## config.mk

```make
export PLATFORM = sky130hd
export DESIGN_NAME = cu_if_prefetch_flat
export DESIGN_NICKNAME = d
export VERILOG_FILES = /design/src/rtl/cu_if_pkg.sv /design/src/rtl/cu_if_prefetch_if.sv /design/src/rtl/cu_if_fifo.sv /design/src/rtl/cu_if_prefetch.sv /design/src/flat_wrapper.sv
export SDC_FILE = /design/constraint.sdc
export NUM_CORES = 1
export LEC_CHECK = 0
export CORE_AREA = 3 3 156 219
export DETAILED_ROUTE_END_ITERATION = 8
export DIE_AREA = 0 0 159 222
export HOLD_SLACK_MARGIN = 0.03
export SLEW_MARGIN = 20
export SYNTH_ARGS = -nofsm -noshare
export SYNTH_HDL_FRONTEND = slang
export SYNTH_SLANG_ARGS = --single-unit
```

## constraint.sdc

```tcl
create_clock -name soc_clk -period 8.2 [get_ports soc_clk]
set_input_delay 1.64 -clock soc_clk [delete_from_list [all_inputs] [get_ports soc_clk]]
set_output_delay 1.64 -clock soc_clk [all_outputs]
set_load 0.01 [all_outputs]
```

## src/rtl/cu_if_pkg.sv

```systemverilog
// Shared types and constants for the CU instruction-fetch front end.
package cu_if_pkg;

    localparam int INSTR_W      = 32;
    localparam int PC_STEP      = 4;
    localparam int DEFAULT_XLEN = 32;

    typedef enum logic [2:0] {
        IDLE,
        REQ,
        WAIT,
        DRAIN,
        HALT
    } fetch_state_t;

    // One prefetch slot at the default PC width.
    typedef struct packed {
        logic                    fault;
        logic [DEFAULT_XLEN-1:0] pc;
        logic [INSTR_W-1:0]      instr;
    } fetch_entry_t;

endpackage

```

## src/rtl/cu_if_prefetch_if.sv

```systemverilog
// Memory-side read channel: valid/ready request plus in-order valid response.
interface cu_if_prefetch_if
    import cu_if_pkg::*;
#(
    parameter int XLEN = 32
);
    logic               mem_req_valid;
    logic               mem_req_ready;
    logic [XLEN-1:0]    mem_req_addr;
    logic               mem_req_we;
    logic [3:0]         mem_req_be;
    logic               mem_rsp_valid;
    logic [INSTR_W-1:0] mem_rsp_data;
    logic               mem_rsp_err;

    modport master (
        output mem_req_valid, mem_req_addr, mem_req_we, mem_req_be,
        input  mem_req_ready, mem_rsp_valid, mem_rsp_data, mem_rsp_err
    );

    modport slave (
        input  mem_req_valid, mem_req_addr, mem_req_we, mem_req_be,
        output mem_req_ready, mem_rsp_valid, mem_rsp_data, mem_rsp_err
    );
endinterface

```

## src/rtl/cu_if_fifo.sv

```systemverilog
// Synchronous prefetch FIFO with flush; head is read straight from storage.
module cu_if_fifo #(
    parameter int DEPTH = 4,
    parameter int WIDTH = 65
) (
    input  logic                   soc_clk,
    input  logic                   IF_reset,
    input  logic                   push,
    input  logic                   pop,
    input  logic                   flush,
    input  logic [WIDTH-1:0]       din,
    output logic [WIDTH-1:0]       dout,
    output logic [$clog2(DEPTH):0] count,
    output logic                   full,
    output logic                   empty
);
    localparam int AW = $clog2(DEPTH);
    localparam logic [AW:0] FULL_CNT = (AW+1)'(DEPTH);

    logic [WIDTH-1:0] mem_reg [DEPTH];
    logic [AW-1:0]    wr_ptr_reg;
    logic [AW-1:0]    rd_ptr_reg;
    logic [AW:0]      count_reg;
    logic             push_fire;
    logic             pop_fire;

    assign full      = (count_reg == FULL_CNT);
    assign empty     = (count_reg == '0);
    assign pop_fire  = pop && !empty;
    // A full FIFO may still accept a push when the head leaves in the same cycle.
    assign push_fire = push && (!full || pop_fire);
    assign count     = count_reg;
    assign dout      = mem_reg[rd_ptr_reg];

    // Pointer and occupancy bookkeeping; flush wins over push/pop.
    always_ff @(posedge soc_clk or posedge IF_reset) begin
        if (IF_reset) begin
            wr_ptr_reg <= '0;
            rd_ptr_reg <= '0;
            count_reg  <= '0;
        end else if (flush) begin
            wr_ptr_reg <= '0;
            rd_ptr_reg <= '0;
            count_reg  <= '0;
        end else begin
            if (push_fire) wr_ptr_reg <= wr_ptr_reg + AW'(1);
            if (pop_fire)  rd_ptr_reg <= rd_ptr_reg + AW'(1);
            count_reg <= count_reg + (AW+1)'(push_fire) - (AW+1)'(pop_fire);
        end
    end

    // Entry storage; contents need no reset because outputs are masked by valid.
    always_ff @(posedge soc_clk) begin
        if (push_fire && !flush) mem_reg[wr_ptr_reg] <= din;
    end

endmodule

```

## src/rtl/cu_if_prefetch.sv

```systemverilog
// Instruction-fetch front end: fetch PC, one-outstanding read FSM, prefetch FIFO.
module cu_if_prefetch
    import cu_if_pkg::*;
#(
    parameter int              XLEN       = 32,
    parameter logic [XLEN-1:0] RESET_PC   = '0,
    parameter int              FIFO_DEPTH = 4
) (
    input  logic               soc_clk,
    input  logic               IF_reset,
    input  logic               IF_poweron,
    input  logic               IF_stall,
    input  logic               IF_redirect,
    input  logic [XLEN-1:0]    IF_redirect_pc,
    cu_if_prefetch_if.master   mem,
    output logic               IF_valid,
    output logic [INSTR_W-1:0] IF_data,
    output logic [XLEN-1:0]    IF_pc,
    output logic               IF_fault
);
    localparam int CW = $clog2(FIFO_DEPTH) + 1;
    localparam int EW = 1 + XLEN + INSTR_W;

    typedef struct packed {
        logic               fault;
        logic [XLEN-1:0]    pc;
        logic [INSTR_W-1:0] instr;
    } entry_t;

    fetch_state_t    state_reg, state_next;
    logic [XLEN-1:0] fetch_pc_reg, fetch_pc_next;
    logic [XLEN-1:0] redirect_pc_aligned;

    logic            fifo_push;
    logic            fifo_pop;
    logic            fifo_full;
    logic            fifo_empty;
    logic [CW-1:0]   fifo_count;
    entry_t          fifo_din;
    entry_t          fifo_head;
    logic [CW:0]     count_after_rsp;
    logic            credit_now;
    logic            credit_after_rsp;
    logic            req_hs;

    assign redirect_pc_aligned = IF_redirect_pc & ~XLEN'(3);
    assign fifo_pop            = !fifo_empty && !IF_stall;
    assign req_hs              = (state_reg == REQ) && mem.mem_req_ready;

    // Credit: no request may be issued unless its response is guaranteed a slot.
    assign credit_now       = !fifo_full;
    assign count_after_rsp  = {1'b0, fifo_count} + (CW+1)'(1) - (CW+1)'(fifo_pop);
    assign credit_after_rsp = count_after_rsp < (CW+1)'(FIFO_DEPTH);

    // Only one request is ever in flight, so its PC is one step behind fetch_pc.
    assign fifo_din.fault = mem.mem_rsp_err;
    assign fifo_din.pc    = fetch_pc_reg - XLEN'(PC_STEP);
    assign fifo_din.instr = mem.mem_rsp_err ? '0 : mem.mem_rsp_data;

    cu_if_fifo #(
        .DEPTH (FIFO_DEPTH),
        .WIDTH (EW)
    ) u_fifo (
        .soc_clk  (soc_clk),
        .IF_reset (IF_reset),
        .push     (fifo_push),
        .pop      (fifo_pop),
        .flush    (IF_redirect),
        .din      (fifo_din),
        .dout     (fifo_head),
        .count    (fifo_count),
        .full     (fifo_full),
        .empty    (fifo_empty)
    );

    // State and fetch PC registers.
    always_ff @(posedge soc_clk or posedge IF_reset) begin
        if (IF_reset) begin
            state_reg    <= IDLE;
            fetch_pc_reg <= RESET_PC;
        end else begin
            state_reg    <= state_next;
            fetch_pc_reg <= fetch_pc_next;
        end
    end

    // Next-state, PC update and FIFO push; redirect overrides everything else.
    always_comb begin
        state_next    = state_reg;
        fetch_pc_next = fetch_pc_reg;
        fifo_push     = 1'b0;

        unique case (state_reg)
            IDLE: begin
                if (IF_poweron && credit_now) state_next = REQ;
            end
            REQ: begin
                if (mem.mem_req_ready) begin
                    fetch_pc_next = fetch_pc_reg + XLEN'(PC_STEP);
                    state_next    = WAIT;
                end
            end
            WAIT: begin
                if (mem.mem_rsp_valid) begin
                    fifo_push = 1'b1;
                    if (mem.mem_rsp_err)                     state_next = HALT;
                    else if (IF_poweron && credit_after_rsp) state_next = REQ;
                    else                                     state_next = IDLE;
                end
            end
            DRAIN: begin
                if (mem.mem_rsp_valid) begin
                    state_next = (IF_poweron && credit_now) ? REQ : IDLE;
                end
            end
            HALT: begin
                state_next = HALT;
            end
            default: begin
                state_next = IDLE;
            end
        endcase

        if (IF_redirect) begin
            fifo_push     = 1'b0;
            fetch_pc_next = redirect_pc_aligned;
            unique case (state_reg)
                // An accepted old request still owes a response that must be dropped.
                REQ:         state_next = req_hs ? DRAIN : REQ;
                WAIT, DRAIN: state_next = mem.mem_rsp_valid ? REQ : DRAIN;
                default:     state_next = REQ;
            endcase
        end
    end

    assign mem.mem_req_valid = (state_reg == REQ);
    assign mem.mem_req_addr  = fetch_pc_reg;
    assign mem.mem_req_we    = 1'b0;
    assign mem.mem_req_be    = 4'b1111;

    // Head fields are forced to zero whenever no entry is present.
    assign IF_valid = !fifo_empty;
    assign IF_data  = IF_valid ? fifo_head.instr : '0;
    assign IF_pc    = IF_valid ? fifo_head.pc    : '0;
    assign IF_fault = IF_valid && fifo_head.fault;

endmodule

```

## src/flat_wrapper.sv

```systemverilog
// flat-port wrapper written by rule: the top's interface ports become plain ports
module cu_if_prefetch_flat import cu_if_pkg::*;
#(
    parameter int              XLEN       = 32,
    parameter logic [XLEN-1:0] RESET_PC   = '0,
    parameter int              FIFO_DEPTH = 4
)
  (soc_clk, IF_reset, IF_poweron, IF_stall, IF_redirect, IF_redirect_pc, IF_valid, IF_data, IF_pc, IF_fault, mem_mem_req_valid, mem_mem_req_addr, mem_mem_req_we, mem_mem_req_be, mem_mem_req_ready, mem_mem_rsp_valid, mem_mem_rsp_data, mem_mem_rsp_err);
  cu_if_prefetch_if #(.XLEN(XLEN)) mem_i ();
  input  logic soc_clk;
  input  logic IF_reset;
  input  logic IF_poweron;
  input  logic IF_stall;
  input  logic IF_redirect;
  input  logic [XLEN-1:0] IF_redirect_pc;
  output logic IF_valid;
  output logic [INSTR_W-1:0] IF_data;
  output logic [XLEN-1:0] IF_pc;
  output logic IF_fault;
  output wire logic [$bits(mem_i.mem_req_valid)-1:0] mem_mem_req_valid;
  output wire logic [$bits(mem_i.mem_req_addr)-1:0] mem_mem_req_addr;
  output wire logic [$bits(mem_i.mem_req_we)-1:0] mem_mem_req_we;
  output wire logic [$bits(mem_i.mem_req_be)-1:0] mem_mem_req_be;
  input wire logic [$bits(mem_i.mem_req_ready)-1:0] mem_mem_req_ready;
  input wire logic [$bits(mem_i.mem_rsp_valid)-1:0] mem_mem_rsp_valid;
  input wire logic [$bits(mem_i.mem_rsp_data)-1:0] mem_mem_rsp_data;
  input wire logic [$bits(mem_i.mem_rsp_err)-1:0] mem_mem_rsp_err;
  assign mem_mem_req_valid = mem_i.mem_req_valid;
  assign mem_mem_req_addr = mem_i.mem_req_addr;
  assign mem_mem_req_we = mem_i.mem_req_we;
  assign mem_mem_req_be = mem_i.mem_req_be;
  assign mem_i.mem_req_ready = mem_mem_req_ready;
  assign mem_i.mem_rsp_valid = mem_mem_rsp_valid;
  assign mem_i.mem_rsp_data = mem_mem_rsp_data;
  assign mem_i.mem_rsp_err = mem_mem_rsp_err;
  cu_if_prefetch #(.XLEN(XLEN), .RESET_PC(RESET_PC), .FIFO_DEPTH(FIFO_DEPTH)) u_core (.soc_clk(soc_clk), .IF_reset(IF_reset), .IF_poweron(IF_poweron), .IF_stall(IF_stall), .IF_redirect(IF_redirect), .IF_redirect_pc(IF_redirect_pc), .mem(mem_i), .IF_valid(IF_valid), .IF_data(IF_data), .IF_pc(IF_pc), .IF_fault(IF_fault));
endmodule
```

Word-level counts from Yosys, hierarchy flattened
Memory sizes are Yosys's and may differ from the RTL's. Index checks and enable logic that the tools add are counted.

Output and inout bits: 104. Memories: 1. Register bits: 42. RAM bits: 260. Bits of input ports: 72. Bits in latches: 0. ROM bits: 0.

Reductions and logical operators: 22. Muxes and demuxes: 28. Equal/unequal tests: 9. Divide/modulo/power cells: 0. $lt $le $gt $ge: 1. Bitwise gates (word level): 0. $mul: 0. Add/sub/neg operators: 8. Shift-type cells: 0.

Memory list: u_core.u_fifo.mem_reg (words 4, bits a word 65, rd ports 1, clocked after memory_dff 0, wr ports 1, RTL line cu_if_fifo.sv:20) `logic [WIDTH-1:0] mem_reg [DEPTH];`.

Operator list (count): $mux 32 (6); $add 32x3->32 const B (1); $sub 32x3->32 const B (1); $mux 3 (7); $pmux 3 s5 (1); $mux 2 (6); $logic_and 1x1->1 (8); $reduce_bool 2->1 (4); $mux 1 (7); $eq 3x2->1 const B (2); $eq 3x3->1 const B (2); $logic_not 3->1 (2); $ne 3x2->1 const B (2); $ne 3x3->1 const B (2); $pmux 3 s2 (1); $add 2x1->2 const B (2); $add 3x1->4 const B (1); $logic_not 1->1 (4); $lt 4x3->1 const B (1); $reduce_and 4->1 (1); $sub 4x1->4 (1); $add 3x1->3 (1); $eq 3x1->1 const B (1); $sub 3x1->3 (1); 3 further kinds (3).

Logic depth before layout (Yosys ltp)
Gate-level depths: netlist (run 1).

Word-level depth: 11. Gate-level depth with buffers: 12. Depth with buffers taken out: 12.

Hierarchy
A second synthesis (run 1) with hierarchy kept.

Cells, all modules: 833. Area total of the unflattened synthesis: 13190.2 um^2.

Modules (own cells, without submodules): cu_if_fifo (instances 1, area an instance 9885.7 um^2, cells each 386); cu_if_prefetch (instances 1, area an instance 3304.4 um^2, cells each 447).

Worst setup path before layout (run 1)
OpenSTA, ideal clock, no wires.

Path type: input-to-reg. Start: in IF_redirect. End: mem u_core.u_fifo.mem_reg[0][0], enable pin. Cell stages on the path: 4. Required time: 7772 ps. Arrival: 3668 ps. Setup slack: 4104 ps. Setup time: 428 ps. Path through: inv_1 > nand4_1 > a21oi_1 > and2_1.

Longest elaborated chain between the ends: 5.

RTL lines: start: declaration (RTL line flat_wrapper.sv:14) `input logic IF_redirect;`; $mux 1 (RTL line cu_if_prefetch.sv:124) `if (IF_redirect) begin`; $logic_and 1x1->1 (RTL line cu_if_fifo.sv:31) `assign push_fire = push && (!full || pop_fire);`; $logic_and 1x1->1 * (RTL line cu_if_fifo.sv:54) `if (push_fire && !flush) mem_reg[wr_ptr_reg] <= din;`; $mux 1 * (RTL line cu_if_fifo.sv:54); $mux 1 (implied by the code) * (RTL line cu_if_fifo.sv:54); end: declaration (RTL line cu_if_fifo.sv:20).

Every way passes the cells marked *; elsewhere a longest branch is shown, timed or not.

Worst setup path after layout (run 1)
Start: reg u_core.u_fifo.rd_ptr_reg[0]. End: out IF_pc[31].

Longest elaborated chain between the ends: 2.

RTL lines: start: declaration (RTL line cu_if_fifo.sv:22) `logic [AW-1:0] rd_ptr_reg;`; start signal: assignment (RTL line cu_if_fifo.sv:47) `if (pop_fire) rd_ptr_reg <= rd_ptr_reg + AW'(1);`; $mem_v2 4x65; $mux 32 (RTL line cu_if_prefetch.sv:144) `assign IF_pc = IF_valid ? fifo_head.pc : '0;`; end: declaration (RTL line flat_wrapper.sv:18) `output logic [XLEN-1:0] IF_pc;`.

Every way passes these cells.

==> results.toml, run 1 <==
[status]
status = "completed"

[placed_design]
dp_hpwl_um = 16430
dp_slack_ns = 3.544
gp_congestion = 0.7917
placed_cell_area_um2 = 14900
io_buffers = 164

[sta]
fin_worst_skew_ns = 0.01577
slew_headroom_pct = 29.84
setup_viol = 0
clock.fmax_mhz = 198.2
worstMarginPinSlew_ns = 1.052
layout_setup_ws_ns = 3.155
hold_viol_final = 0
period_share_pct = 61.52
rsz0062_at_grt = "false"
fin_tns_setup_ns = 0
slew_viol_final = 0
fin_crit_ns = 5.045

[critical_path]
cpPeakStageDelay_ns = 0.81
cp_max_fo = 37
worstSetupPathType = "flop to primary output"
worstSetupEndpointType = "primary output"
cpMaxStageDelayCell = "dfrtp_4"
crit_chain = "buf_4, mux4_2, and2_1, clkdlybuf4s50_1"
start_kind = "flop"
crit_required_ns = 6.56
arrival_ns = 3.40

[clocking]
cts_buffer_depth = 3
cts_tree = "built"
cts.reportedPaths.clkPinSlew_ns = 0.06
clk_latency_ns = 0.54
cts_resized = 0
hold_buffers = 0
htreeDepth = 1
ctsRootBufferMaster = "clkbuf_16"
cts_buffers = 29
cts_setup_buffers = 0
cts_sinks = 292

[routing]
drt_iter0_drc = 346
first_pass_iters = 4
viasPerCell = 5.172
wl_per_cell_um = 19.41
drc = 0
routed_wl_um = 27910
num_vias = 7437
ant_nets = 0

[global_routing]
grt_max_degree = 68
grt_pass1_wl_um = 43560
grt_usage_pct = 15.50
gr-total-overflow = 0
grt_pass1_vias = 7793
antenna_found_initial = 0

[die]
num_rows = 78
die_area_um2 = 35300
die_h_um = 222
core_area_um2 = 32400
die_w_um = 159
io_pins = 176
start_util_pct = 39.89

[synthesis]
ys_ff_latch = 292
syn-mean-instance-area_um2 = 15.57
async_flop_share_pct = 13.70
synth_top_flop_cell = "edfxtp_1"
syn_inst = 830
yosysUniqueCellTypes = 55
ys.warnings.count = 0
synth-edff-count = 252
seq_area_frac_synth_pct = 66.30
synth_area_um2 = 12920

[layout]
drive_above_1_share_pct = 12.93
nets = 1058
largest_reg_flops = 252
final_cell_mix = "252 x edfxtp_1, 162 x clkdlybuf4s50_1, 66 x and2_1"
fin_area_um2 = 15780
fill_cells = 2825
final_common_cell = "edfxtp_1"
antenna_cells = 0
area_growth_pct = 22.12

[run]
maxCapViolCount = 0

[pwr]
vdd.ir_drop.worst_mv = 0.1597
power.static_leakage_nw = 5.158
pwr_density_cell_nw_per_um2 = 267.8

[worst_hold_path]
hold_path.class = "flop to flop"
## critical path: cells and delay by family (launching register included)
kind | cells | cell delay [ns]
buf+inv | 2 | 1.27
flops | 1 | 0.81
mux | 1 | 0.58
simple gates | 1 | 0.18
## cell usage after synthesis (14+ instances only)
library cell / n / area (um2)
edfxtp_1: 252 / 7567
and2_1: 70 / 437.9
mux4_2: 63 / 1419
dfrtp_1: 40 / 1001
nor2b_1: 39 / 244.0
nand2_1: 38 / 142.6
clkbuf_1: 34 / 127.6
nor2_1: 29 / 108.9
nand3_1: 27 / 135.1
xor2_1: 26 / 227.7
inv_1: 17 / 63.81
nand4_1: 17 / 106.4
xnor2_1: 15 / 131.4
o21ai_0: 14 / 70.07
## kinds of logic (layout without fill, tap and decap cells)
logic type	Yosys count	count (layout)	share of synthesized area [%]
compound gates	49	49	2.556
xor+xnor	41	41	2.779
fa+ha+maj	9	9	0.9295
buf+inv	79	240	2.895
flops	292	292	66.30
mux	65	65	11.14
other cells	2	9	0.05811
simple gates	293	293	13.34
## layer usage
metal,share of wire (%),track usage [%],vias up
met2,51,27.47,180
met1,43,19.73,3766
li1,-,-,3455
met5,0,0,-
met3,3.9,2.261,36
met4,2.0,4.775,0
## where the power goes
group	switching, W	internal [W]
clock	0.000527	0.000707
sequential	0.000114	0.00167
combinational	0.000520	0.000685
## cell type report
class                           instances  area (um2)  share of cell area (%)
Clock buffer                           34       744.5                   4.717
Clock inverter                         18       133.9                  0.8483
Timing Repair Buffer                  171        1684                   10.67
Tap cell                              440       550.5                   3.488
Inverter                               17       63.81                  0.4043
Sequential cell                       292        8576                   54.34
Multi-Input combinational cell        466        4030                   25.54
## path summary, 6_finish.rpt
path,start,end,slack [ns],cells past startpoint
min in group asynchronous,IF_reset,u_core.mem.mem_req_addr[22],1.53,3
max,u_core.u_fifo.rd_ptr_reg[0],IF_pc[31],3.16,4
min,u_core.state_reg[0],u_core.state_reg[2],0.51,1
min reg2reg,u_core.state_reg[0],u_core.state_reg[2],0.51,1
max in group asynchronous,IF_reset,u_core.u_fifo.rd_ptr_reg[0],6.25,3
max reg2reg,u_core.mem.mem_req_addr[4],u_core.u_fifo.mem_reg[3][45],5.22,4
## per-stage QoR
| step | cells | hold slack, ns | util (%) | total power (W) |
|---|---|---|---|---|
| 2_1_floorplan | 837 | 0.4480 | - | 0.002449 |
| 3_3_place_gp | 1386 | 0.4884 | 45.98 | 0.003058 |
| 3_5_place_dp | 1386 | 0.4897 | 46.00 | 0.003063 |
| 4_1_cts | 1438 | 0.5039 | 48.71 | 0.004311 |
| 5_1_grt | 1438 | 0.5460 | 48.71 | 0.004445 |
| 6_report | 1438 | 0.5106 | 48.71 | 0.004227 |
Note: power is estimated with default switching activity, not from simulation.
==> run 2: changes to the inputs <==
==> constraint.sdc (replaced) <==
create_clock -name soc_clk -period 4.3 [get_ports soc_clk]
set_input_delay 0.86 -clock soc_clk [delete_from_list [all_inputs] [get_ports soc_clk]]
set_output_delay 0.86 -clock soc_clk [all_outputs]
set_load 0.01 [all_outputs]
==> results.toml, run 2 (same netlist as run 1, synthesis figures left out) <==
[die]
io_pins = 176
die_w_um = 159
die_area_um2 = 35300
num_rows = 78
die_h_um = 222
start_util_pct = 39.89
core_area_um2 = 32400

[global_routing]
gr-total-overflow = 0
grt_pass1_vias = 7931
antenna_found_initial = 0
grt_max_degree = 67
grt_usage_pct = 15.95
grt_pass1_wl_um = 44950

[routing]
ant_nets = 0
drt_iter0_drc = 374
first_pass_iters = 5
wl_per_cell_um = 19.53
drc = 0
viasPerCell = 5.201
num_vias = 7546
routed_wl_um = 28330

[layout]
area_growth_pct = 24.17
final_cell_mix = "252 x edfxtp_1, 162 x clkdlybuf4s50_1, 66 x and2_1"
nets = 1070
fill_cells = 2829
drive_above_1_share_pct = 14.74
largest_reg_flops = 252
antenna_cells = 0
final_common_cell = "edfxtp_1"

[critical_path]
cp_max_fo = 22
crit_required_ns = 3.44
crit_chain = "buf_12, mux4_2, and2_1, clkdlybuf4s50_1"
worstSetupPathType = "flop to primary output"
r2r_start = "u_core.mem.mem_req_addr[13]"
worst-path-buf-inv = 2
cpPeakStageDelay_ns = 0.75
worstSetupEndpointType = "primary output"
crit_family = "flip-flops"
startpoint = "u_core.u_fifo.rd_ptr_reg[0]"
arrival_ns = 2.80
start_kind = "flop"
cpMaxStageDelayCell = "dfrtp_4"

[clocking]
hold_buffers = 0
cts_setup_buffers = 0
cts_sinks = 292
cts.reportedPaths.clkPinSlew_ns = 0.06
cts_resized = 0
clk_latency_ns = 0.54
ctsRootBufferMaster = "clkbuf_16"
htreeDepth = 1
cts_buffer_depth = 3
cts_buffers = 28
cts_tree = "built"

[sta]
holdWs_ns = 0.4982
clock.fmax_mhz = 273.2
fin_crit_ns = 3.661
worstMarginPinSlew_ns = 0.8067
hold_viol_final = 0
rsz0062_at_grt = "false"
period_share_pct = 85.13
slew_viol_final = 0
slew_headroom_pct = 46.14
fin_worst_skew_ns = 0.01317
fin_tns_setup_ns = 0
setup_viol = 0

[pwr]
power.share.switching_pct = 27.09
p_seq_share_pct = 40.9
power_frac_clock_pct = 30.4
power.switching_w = 0.002241
power.static_leakage_nw = 5.280
vdd.ir_drop.worst_mv = 0.2671
power_frac_comb_pct = 28.7
pwr_density_cell_nw_per_um2 = 515.7
p_int_w = 0.006034

[worst_hold_path]
worstHoldStart = "u_core.state_reg[0]"
hold_path.class = "flop to flop"

[run]
maxCapViolCount = 0

[placed_design]
io_buffers = 164
gp_congestion = 0.7944
dp_hpwl_um = 18090

[status]
status = "completed"
==> run 2: final timing paths <==
path	endpoint	slack (ns)	cells past startpoint
hold / removal	u_core.state_reg[2]	0.50	1
setup / recovery	IF_pc[10]	0.64	4
hold reg to reg	u_core.state_reg[2]	0.50	1
min in group asynchronous	u_core.mem.mem_req_addr[20]	0.75	3
max in group asynchronous	u_core.u_fifo.rd_ptr_reg[1]	3.14	3
setup reg to reg	u_core.u_fifo.mem_reg[1][62]	1.50	4
==> run 2: per-stage QoR <==
step,std cells,cell area (um2),setup WS (ns),utilization [%],power (W)
floorplan,837,12950,0.9839,-,0.004670
global placement,1399,15080,1.009,46.55,0.005879
detailed placement,1399,15080,0.9619,46.55,0.005900
CTS,1451,16050,0.5132,49.53,0.008432
global route,1451,16050,0.4662,49.53,0.008685
finish,1451,16050,0.6393,49.53,0.008275
==> run 2: power by group through the flow <==
stage	logic (W)	clock network [W]	registers, W
2_1_floorplan	0.00135	0	0.00332
3_3_place_gp	0.00243	0	0.00345
3_5_place_dp	0.00245	0	0.00345
4_1_cts	0.00246	0.00258	0.00339
5_1_grt	0.00257	0.00270	0.00341
6_report	0.00238	0.00251	0.00338
==> run 2: layout make-up <==
cell class              count  area [um2]  area share, %
well taps                 440       550.5          3.431
inverters                  17       63.81         0.3976
clock inverters            12       157.7         0.9824
clock buffers              40       807.0          5.029
repair buffers            184        1869          11.65
multi-input cells         466        4024          25.07
flip-flops and latches    292        8576          53.44
==> run 2: routing by layer <==
| metal | GRT usage [%] | vias to the layer above | wire length (um) |
|---|---|---|---|
| li1 | - | 3479 | - |
| met1 | 20.77 | 3810 | 11970 |
| met2 | 28.08 | 216 | 14560 |
| met3 | 1.962 | 41 | 1181 |
| met4 | 4.747 | 0 | 624 |
| met5 | 0 | - | 0 |
